<file path="config.mk">
export PLATFORM = sky130hd
export DESIGN_NAME = wb_scoreboard_arb
export DESIGN_NICKNAME = d
export VERILOG_FILES = /design/src/rtl/wb_scoreboard_arb.sv
export SDC_FILE = /design/constraint.sdc
export NUM_CORES = 1
export LEC_CHECK = 0
export BUFFER_PORTS_ARGS = -buffer_cell sky130_fd_sc_hd__clkbuf_2
export CORE_AREA = 2 2 103 105
export CTS_BUF_LIST = sky130_fd_sc_hd__clkbuf_16
export DETAILED_ROUTE_END_ITERATION = 8
export DIE_AREA = 0 0 105 107
export PLACE_DENSITY = 0.85
export SLEW_MARGIN = 20
export SYNTH_ARGS = -nofsm -noshare
export SYNTH_HDL_FRONTEND = slang
export SYNTH_SLANG_ARGS = --single-unit
</file>
<file path="constraint.sdc">
create_clock -name clk -period 2.7 [get_ports clk]
set_clock_uncertainty 0.15 [all_clocks]
set_input_delay 0.135 -clock clk [delete_from_list [all_inputs] [get_ports clk]]
set_output_delay 0.135 -clock clk [all_outputs]
set_load 0.01 [all_outputs]
</file>
<file path="src/rtl/wb_scoreboard_arb.sv">
`default_nettype none
// ============================================================================
//  Module      : wb_scoreboard_arb
//  Description : Register scoreboard with a two-source writeback arbiter.
//                Tracks one busy bit per architectural register, stalls
//                issue on RAW/WAW hazards, and arbitrates ALU and load-unit
//                writebacks onto a single register-file write port using
//                round-robin. A drain handshake quiesces issue until all
//                outstanding writebacks have landed.
//
//  Ports
//    clk                          : clock, all state on rising edge
//    reset                        : synchronous reset, active low
//    iss_valid/iss_req/iss_prov   : issue request, source and dest masks
//    iss_ready                    : issue accepted when high with iss_valid
//    ex_valid/ex_idx/ex_data      : ALU writeback request
//    ex_ready                     : ALU writeback granted
//    mem_valid/mem_idx/mem_data   : load writeback request
//    mem_ready                    : load writeback granted
//    wr_en/wr_idx/wr_data         : registered register-file write port
//    drain_req/drain_done         : quiesce request and acknowledge
//    busy                         : scoreboard busy bits
//    sb_err                       : sticky "write to non-busy register" flag
//
//  Revision    : 1.0 - initial release
// ============================================================================
module wb_scoreboard_arb #(
    parameter int NREG = 16,
    parameter int DW   = 64
) (
    input  logic                          clk,
    input  logic                          reset,
    input  logic                          iss_valid,
    input  logic [NREG-1:0]               iss_req,
    input  logic [NREG-1:0]               iss_prov,
    output logic                          iss_ready,
    input  logic                          ex_valid,
    input  logic [$clog2(NREG)-1:0]       ex_idx,
    input  logic [DW-1:0]                 ex_data,
    output logic                          ex_ready,
    input  logic                          mem_valid,
    input  logic [$clog2(NREG)-1:0]       mem_idx,
    input  logic [DW-1:0]                 mem_data,
    output logic                          mem_ready,
    output logic                          wr_en,
    output logic [$clog2(NREG)-1:0]       wr_idx,
    output logic [DW-1:0]                 wr_data,
    input  logic                          drain_req,
    output logic                          drain_done,
    output logic [NREG-1:0]               busy,
    output logic                          sb_err
);

    localparam int c_IW = $clog2(NREG);

    localparam logic [1:0] c_S_ACTIVE = 2'd0;
    localparam logic [1:0] c_S_DRAIN  = 2'd1;
    localparam logic [1:0] c_S_DONE   = 2'd2;

    localparam logic c_RR_EX  = 1'b0;
    localparam logic c_RR_MEM = 1'b1;

    localparam logic [NREG-1:0] c_ONE = {{(NREG-1){1'b0}}, 1'b1};

    logic [NREG-1:0] r_busy;
    logic [1:0]      r_state;
    logic [1:0]      w_state_nxt;
    logic            r_rr;
    logic            r_wr_en;
    logic [c_IW-1:0] r_wr_idx;
    logic [DW-1:0]   r_wr_data;
    logic            r_sb_err;

    logic            w_stall;
    logic            w_iss_ready;
    logic            w_accept;
    logic            w_ex_gnt;
    logic            w_mem_gnt;
    logic            w_grant;
    logic            w_contended;
    logic [c_IW-1:0] w_gnt_idx;
    logic [DW-1:0]   w_gnt_data;
    logic [NREG-1:0] w_set;
    logic [NREG-1:0] w_clr;
    logic [NREG-1:0] w_busy_nxt;

    // Hazard check uses registered busy only; a register freed this cycle
    // becomes issuable next cycle.
    assign w_stall     = |(r_busy & (iss_req | iss_prov));
    // Handshake outputs are forced low during a reset cycle so nothing is
    // accepted that reset is about to discard.
    assign w_iss_ready = reset & (r_state == c_S_ACTIVE) & ~w_stall;
    assign w_accept    = iss_valid & w_iss_ready;

    assign w_contended = ex_valid & mem_valid;
    assign w_ex_gnt    = reset & ex_valid  & (~mem_valid | (r_rr == c_RR_EX));
    assign w_mem_gnt   = reset & mem_valid & (~ex_valid  | (r_rr == c_RR_MEM));
    assign w_grant     = w_ex_gnt | w_mem_gnt;
    assign w_gnt_idx   = w_mem_gnt ? mem_idx  : ex_idx;
    assign w_gnt_data  = w_mem_gnt ? mem_data : ex_data;

    // Set wins over clear so an issue re-claiming a register being written
    // back in the same cycle keeps it busy.
    assign w_set      = w_accept ? iss_prov : '0;
    assign w_clr      = w_grant ? (c_ONE << w_gnt_idx) : '0;
    assign w_busy_nxt = (r_busy & ~w_clr) | w_set;

    always_ff @(posedge clk) begin
        if (!reset) begin
            r_busy    <= '0;
            r_rr      <= c_RR_EX;
            r_wr_en   <= 1'b0;
            r_wr_idx  <= '0;
            r_wr_data <= '0;
            r_sb_err  <= 1'b0;
        end else begin
            r_busy  <= w_busy_nxt;
            r_wr_en <= w_grant;
            if (w_grant) begin
                r_wr_idx  <= w_gnt_idx;
                r_wr_data <= w_gnt_data;
                if (!r_busy[w_gnt_idx]) begin
                    r_sb_err <= 1'b1;
                end
            end
            // Pointer moves to the loser only when both sides competed.
            if (w_grant && w_contended) begin
                r_rr <= w_ex_gnt ? c_RR_MEM : c_RR_EX;
            end
        end
    end

    always_ff @(posedge clk) begin
        if (!reset) begin
            r_state <= c_S_ACTIVE;
        end else begin
            r_state <= w_state_nxt;
        end
    end

    always_comb begin
        w_state_nxt = r_state;
        case (r_state)
            c_S_ACTIVE: begin
                if (drain_req) begin
                    w_state_nxt = c_S_DRAIN;
                end
            end
            c_S_DRAIN: begin
                if (!drain_req) begin
                    w_state_nxt = c_S_ACTIVE;
                end else if ((w_busy_nxt == '0) && !w_grant) begin
                    // Waiting for no grant means the final write has
                    // already left the write register before DONE.
                    w_state_nxt = c_S_DONE;
                end
            end
            c_S_DONE: begin
                if (!drain_req) begin
                    w_state_nxt = c_S_ACTIVE;
                end
            end
            default: begin
                w_state_nxt = c_S_ACTIVE;
            end
        endcase
    end

    assign iss_ready  = w_iss_ready;
    assign ex_ready   = w_ex_gnt;
    assign mem_ready  = w_mem_gnt;
    assign wr_en      = r_wr_en;
    assign wr_idx     = r_wr_idx;
    assign wr_data    = r_wr_data;
    assign drain_done = (r_state == c_S_DONE);
    assign busy       = r_busy;
    assign sb_err     = r_sb_err;

endmodule
`default_nettype wire

</file>
## Word level (Yosys, flattened, before mapping)

Cells that the tools add are included.

- Reduce and logical (&&, ||, !) cells: 8
- Muxes and demuxes: 12
- Magnitude comparators: 1
- Equal/unequal tests: 5
- Bitwise logic cells: 21
- Shift operators: 1

Operators by type and width:

| operator | count |
|---|---|
| 2-to-1 mux 64 bit | 1 |
| AND 16 bit | 2 |
| 2-to-1 mux 16 bit | 2 |
| bitwise OR 16 bit | 2 |
| zero test 16 bit | 1 |
| inverter 16 bit | 1 |
| OR reduction 16 bit | 1 |
| << shifter 1 x 4 -> 16 bit (first input constant) | 1 |
| AND 1 bit | 8 |
| 2-to-1 mux 2 bit | 4 |
| one-hot mux 2 bit (3 select lines) | 1 |
| < comparator 4 x 5 -> 1 bit (second input constant) | 1 |
| inverter 1 bit | 5 |
| binary-select mux 1 bit (select 4 bit) | 1 |
| 2-to-1 mux 4 bit | 1 |
| != test 2 bit (second input constant) | 2 |
| != test 3 bit (second input constant) | 1 |
| bitwise OR 1 bit | 3 |
| AND reduction 3 bit | 1 |
| equality test 2 x 1 -> 1 bit (second input constant) | 1 |
| equality test 2 bit (second input constant) | 1 |
| logical AND 1 bit | 2 |
| zero test 2 bit | 1 |
| 2-to-1 mux 1 bit | 2 |
| 2 further kinds | 2 |

- Register bits: 89
- Word-level logic and storage cells: 55

## Depth between registers and ports, before layout

- Depth in word-level cells: 14
- Gate-level depth with buffers: 9
- Gate-level depth less buffers: 8

## Worst setup path before layout

OpenSTA, ideal clock, no wires.

- Kind: register to register
- Start: register r_rr
- End: register r_state[0]
- Stages on the path, launching flop included: 8
- Arrival: 1.951 ns
- Required time: 2.417 ns
- Path buffers: 0
- Setup slack: 0.465 ns
- Cell sequence: dfxtp_1 > or2b_2 > nand2_4 > mux2_4 > or3_1 > a2bb2oi_1 > a2111oi_2 > a21oi_1

- Word-level cells in the longest chain between the ends: 12
- Elaborated cells on any way between the ends: 17

RTL lines:

| what | line | source |
|---|---|---|
| from (decl) | 68 | `logic r_rr;` |
| from (signal assigned) | 111 | `r_rr <= c_RR_EX;` |
| from (signal assigned) | 128 | `r_rr <= w_ex_gnt ? c_RR_MEM : c_RR_EX;` |
| bitwise OR 1 bit or inverter 1 bit (tied branches) | 97, 96 |  |
| AND 1 bit or bitwise OR 1 bit (tied branches) | 97, 96 |  |
| 2-to-1 mux 4 bit or AND 1 bit (tied branches) | 99, 96 |  |
| << shifter 1 x 4 -> 16 bit or bitwise OR 1 bit (tied branches) | 105, 98 |  |
| 2-to-1 mux 16 bit | 105 | `assign w_clr = w_grant ? (c_ONE << w_gnt_idx) : '0;` |
| inverter 16 bit | 106 | `assign w_busy_nxt = (r_busy & ~w_clr) \| w_set;` |
| AND 16 bit | 106 |  |
| bitwise OR 16 bit | 106 |  |
| zero test 16 bit | 152 | `end else if ((w_busy_nxt == '0) && !w_grant) begin` |
| logical AND 1 bit (*) | 152 |  |
| != test 3 bit (no line) (*) | -- |  |
| AND reduction 3 bit (no line) (*) | -- |  |
| to (signal assigned) | 135 | `r_state <= c_S_ACTIVE;` |
| to (signal assigned) | 137 | `r_state <= w_state_nxt;` |
| to (decl) | 66 | `logic [1:0] r_state;` |

Mark *: on every way between the ends. The rest lies on a longest branch, timed or not.
A chain may end at the register's enable or synchronous reset.

## Final worst setup path

- Start: register r_rr
- End: register r_wr_data[15], in the netlist wr_data[15]

- Word-level cells in the longest chain between the ends: 4
- Elaborated cells on any way between the ends: 7

RTL lines:

| what | line | source |
|---|---|---|
| inverter 1 bit | 96 | `assign w_ex_gnt = reset & ex_valid & (~mem_valid \| (r_rr == c_RR_EX));` |
| bitwise OR 1 bit | 96 |  |
| AND 1 bit | 96 |  |
| bitwise OR 1 bit | 98 | `assign w_grant = w_ex_gnt \| w_mem_gnt;` |
| to (signal assigned) | 121 | `r_wr_data <= w_gnt_data;` |
| to (decl) | 71 | `logic [DW-1:0] r_wr_data;` |

Several ways; a longest one is shown, not always the timed one.

==> results.json <==
{
  "grt_max_degree": 85,
  "synth_fa_ha_area_frac": 0,
  "crit_required_ns": 2.73,
  "overflow": 0,
  "synth_cells": 437,
  "finalSetupViolCount": 0,
  "worst_pin_slew_ns": 0.876,
  "synthesis.nets": 611,
  "syn_area_per_cell_sq_um": 9.02,
  "hold_ws_ns": 0.0558,
  "synth.largest_area_cell": "dfxtp_1",
  "leakagePower_nw": 3.28,
  "core-area_sq_um": 10100,
  "crit_path_end_kind": "flop",
  "clock_sinks": 89,
  "yosysWarnings": 0,
  "die_h_um": 107,
  "outcome": "finished with violations",
  "io_pins": 264,
  "maxSlewHeadroom": 0.416,
  "worstPathArrival_ns": 2.62,
  "grt_usage": 0.350,
  "muxShareOfSynthArea": 0.0502,
  "violations": "design-rule violations",
  "numCtsBuffers": 9,
  "nNetsFinal": 999,
  "die_w_um": 105,
  "yosys.area_share.simple": 0.175,
  "ir_drop_mv": 0.277,
  "grt_first_pass_wirelength_um": 30900,
  "yosysUniqueCellTypes": 48,
  "ant_nets": 0,
  "finalMaxSlewViolations": 0,
  "path_cells": "or2b_2 > nand2_4 > inv_2 > buf_4 > a222oi_1 > dlygate4sd3_1 > nor2_1",
  "dpl.hpwl_um": 11800,
  "synth_top_family_by_area": "compound AO/OA/AOI/OAI gates",
  "synthArstFlopShare": 0,
  "drive_gt1_frac": 0.363,
  "synth_edf_count": 0,
  "clkTransAtPathRegs_ns": 0.07,
  "maxCapViolations": 0,
  "final_hold_viol_count": 0,
  "yosysSeqAreaShare": 0.452,
  "fill_cells": 749,
  "fin_crit_ns": 2.59,
  "avgRoutedWirePerCell_um": 21.2,
  "gp_congestion": 0.923,
  "synthTopCellsByArea": "dfxtp_1 (45%), a222oi_1 (16%), nor2_1 (7.2%)",
  "io_buffers": 263,
  "placed_cell_area_sq_um": 5370,
  "antenna_cells": 0,
  "hp-class": "in -> reg",
  "htreeDepth": 3,
  "p_per_area_nw_per_um2": 505,
  "antenna_found_initial": 0,
  "synth_seq_cells": 89,
  "timing.fmax_mhz": 386,
  "cts_root_buf": "clkbuf_16",
  "cts_resized": 0,
  "placementRows": 37,
  "drt_iter0_markers": 1016,
  "drt-vias-per-instance": 6.00,
  "post-route-cell-area_sq_um": 7090,
  "wl_um": 20500,
  "synth.cell_area_sq_um": 3940,
  "cts_hold_buf": 144,
  "synth_xor_xnor_area_share": 0.00222,
  "die_area_sq_um": 11200,
  "cts_tree": "yes",
  "synth_top_area_frac": 0.452,
  "crit_path_start_kind": "flop",
  "drtPass1Iterations": 9,
  "cts_setup_buffers": 0,
  "synth_compound_area_frac": 0.276,
  "cp_slowest_stage_delay_ns": 0.62,
  "drcViolationCount": 26,
  "rsz0062_at_grt": "no",
  "period_share": 0.959,
  "totalPowerFinal_w": 0.00358,
  "areaGrowthSynthToFinish_pct": 79.8,
  "crit_path_top_delay_cell": "dlygate4sd3_1",
  "tns_ns": 0,
  "ys.flop_type": "dfxtp_1",
  "grt_pass1_vias": 5739,
  "cts.path.max_buffers": 2,
  "timing_worst_setup_path_type": "reg -> reg",
  "routed-via-count": 5800,
  "start_util": 0.391,
  "insertion_delay_ns": 0.32,
  "cp_max_fo": 18
}
synth_stat cells (3+ instances only):
master / n
o31ai_1: 3
nand2_1: 24
a41oi_1: 3
a31oi_1: 3
nand3_1: 4
a222oi_1: 64
a21oi_1: 16
o22ai_1: 3
inv_1: 7
and3_1: 4
nor3_1: 7
mux2i_1: 16
dfxtp_1: 89
nor2_1: 76
o21ai_0: 32
and4_1: 4
nand4_1: 6
nand3b_1: 3
buf_1: 3
clkbuf_1: 33
nor4_1: 4
registers in the layout, summed over array words and instances (netlist names):
register and cells:
r_rr 1, wr_data 64, sb_err 1, r_state 2, wr_idx 4, busy 16, wr_en 1
where the power goes:
part,switching [W],internal (W)
Clock,0.000517,0.000622
Combinational,0.000471,0.000477
Sequential,0.0000833,0.00141
metal layers:
layer,GRT usage,wire length [um],vias up
li1,-,-,2495
met1,0.401,7110,2650
met2,0.612,9990,558
met3,0.0912,2440,97
met4,0.163,965,0
met5,0,0,-
layout make-up:
class / count / area, sq um / share of cell area
Clock buffer: 9 / 225 / 0.0318
Clock inverter: 7 / 47.5 / 0.00671
Inverter: 8 / 30.0 / 0.00424
Multi-Input combinational cell: 302 / 2000 / 0.282
Sequential cell: 89 / 1780 / 0.251
Tap cell: 136 / 170 / 0.0240
Timing Repair Buffer: 415 / 2830 / 0.399
through the flow:
stage | worst slack, ns | util | cells
after floorplan | 0.465 | - | 437
after global placement | 0.277 | 0.532 | 806
after detailed placement | 0.224 | 0.532 | 806
after CTS | 0.208 | 0.702 | 966
after global routing | 0.0452 | 0.702 | 966
final | 0.110 | 0.702 | 966
placed cells by master (no fill, tap or decap), types with 2 or more instances in the layout:
cell,instances
clkbuf_16,9
nand3_1,4
nor2_1,75
a21bo_2,2
a31oi_1,3
mux2i_1,16
inv_1,6
nor3b_1,2
nand4_1,6
buf_4,7
nand3b_1,3
a211oi_1,2
dfxtp_1,89
a222oi_1,64
and3_1,4
o21ai_0,31
nor2b_1,2
clkinv_1,2
o22ai_1,3
clkbuf_2,263
nor3_1,7
nor4b_1,2
and4_1,4
inv_2,2
a41oi_1,3
nor4_1,4
o31ai_1,3
nand2b_1,2
clkinvlp_4,3
dlygate4sd3_1,144
a21oi_1,16
nand2_1,24
final timing paths:
path / from / endpoint / slack, ns / cells after the start
worst max-delay path: r_rr / wr_data[15] / 0.11 / 7
worst min-delay path: ex_idx[3] / wr_idx[3] / 0.06 / 3
worst max register to register: r_rr / wr_data[15] / 0.11 / 7
worst min register to register: wr_idx[2] / wr_idx[2] / 0.31 / 2
critical path: cells and delay by family, from the launching register on:
kind / cells / cell delay (ns)
buffers and inverters: 3 / 1.02
AND/OR/NAND/NOR: 3 / 0.56
AO/OA/AOI/OAI: 1 / 0.38
flip-flops: 1 / 0.34
cells by family (layout without fill, tap and decap cells):
logic type | Yosys count | in the layout
buffers and inverters | 46 | 439
and+or+nand+nor | 147 | 147
AOI/OAI and AO/OA | 136 | 136
muxes | 18 | 18
xor gates and xnor gates | 1 | 1
DFF | 89 | 89
No activity file was read; power rests on OpenSTA's default activity.
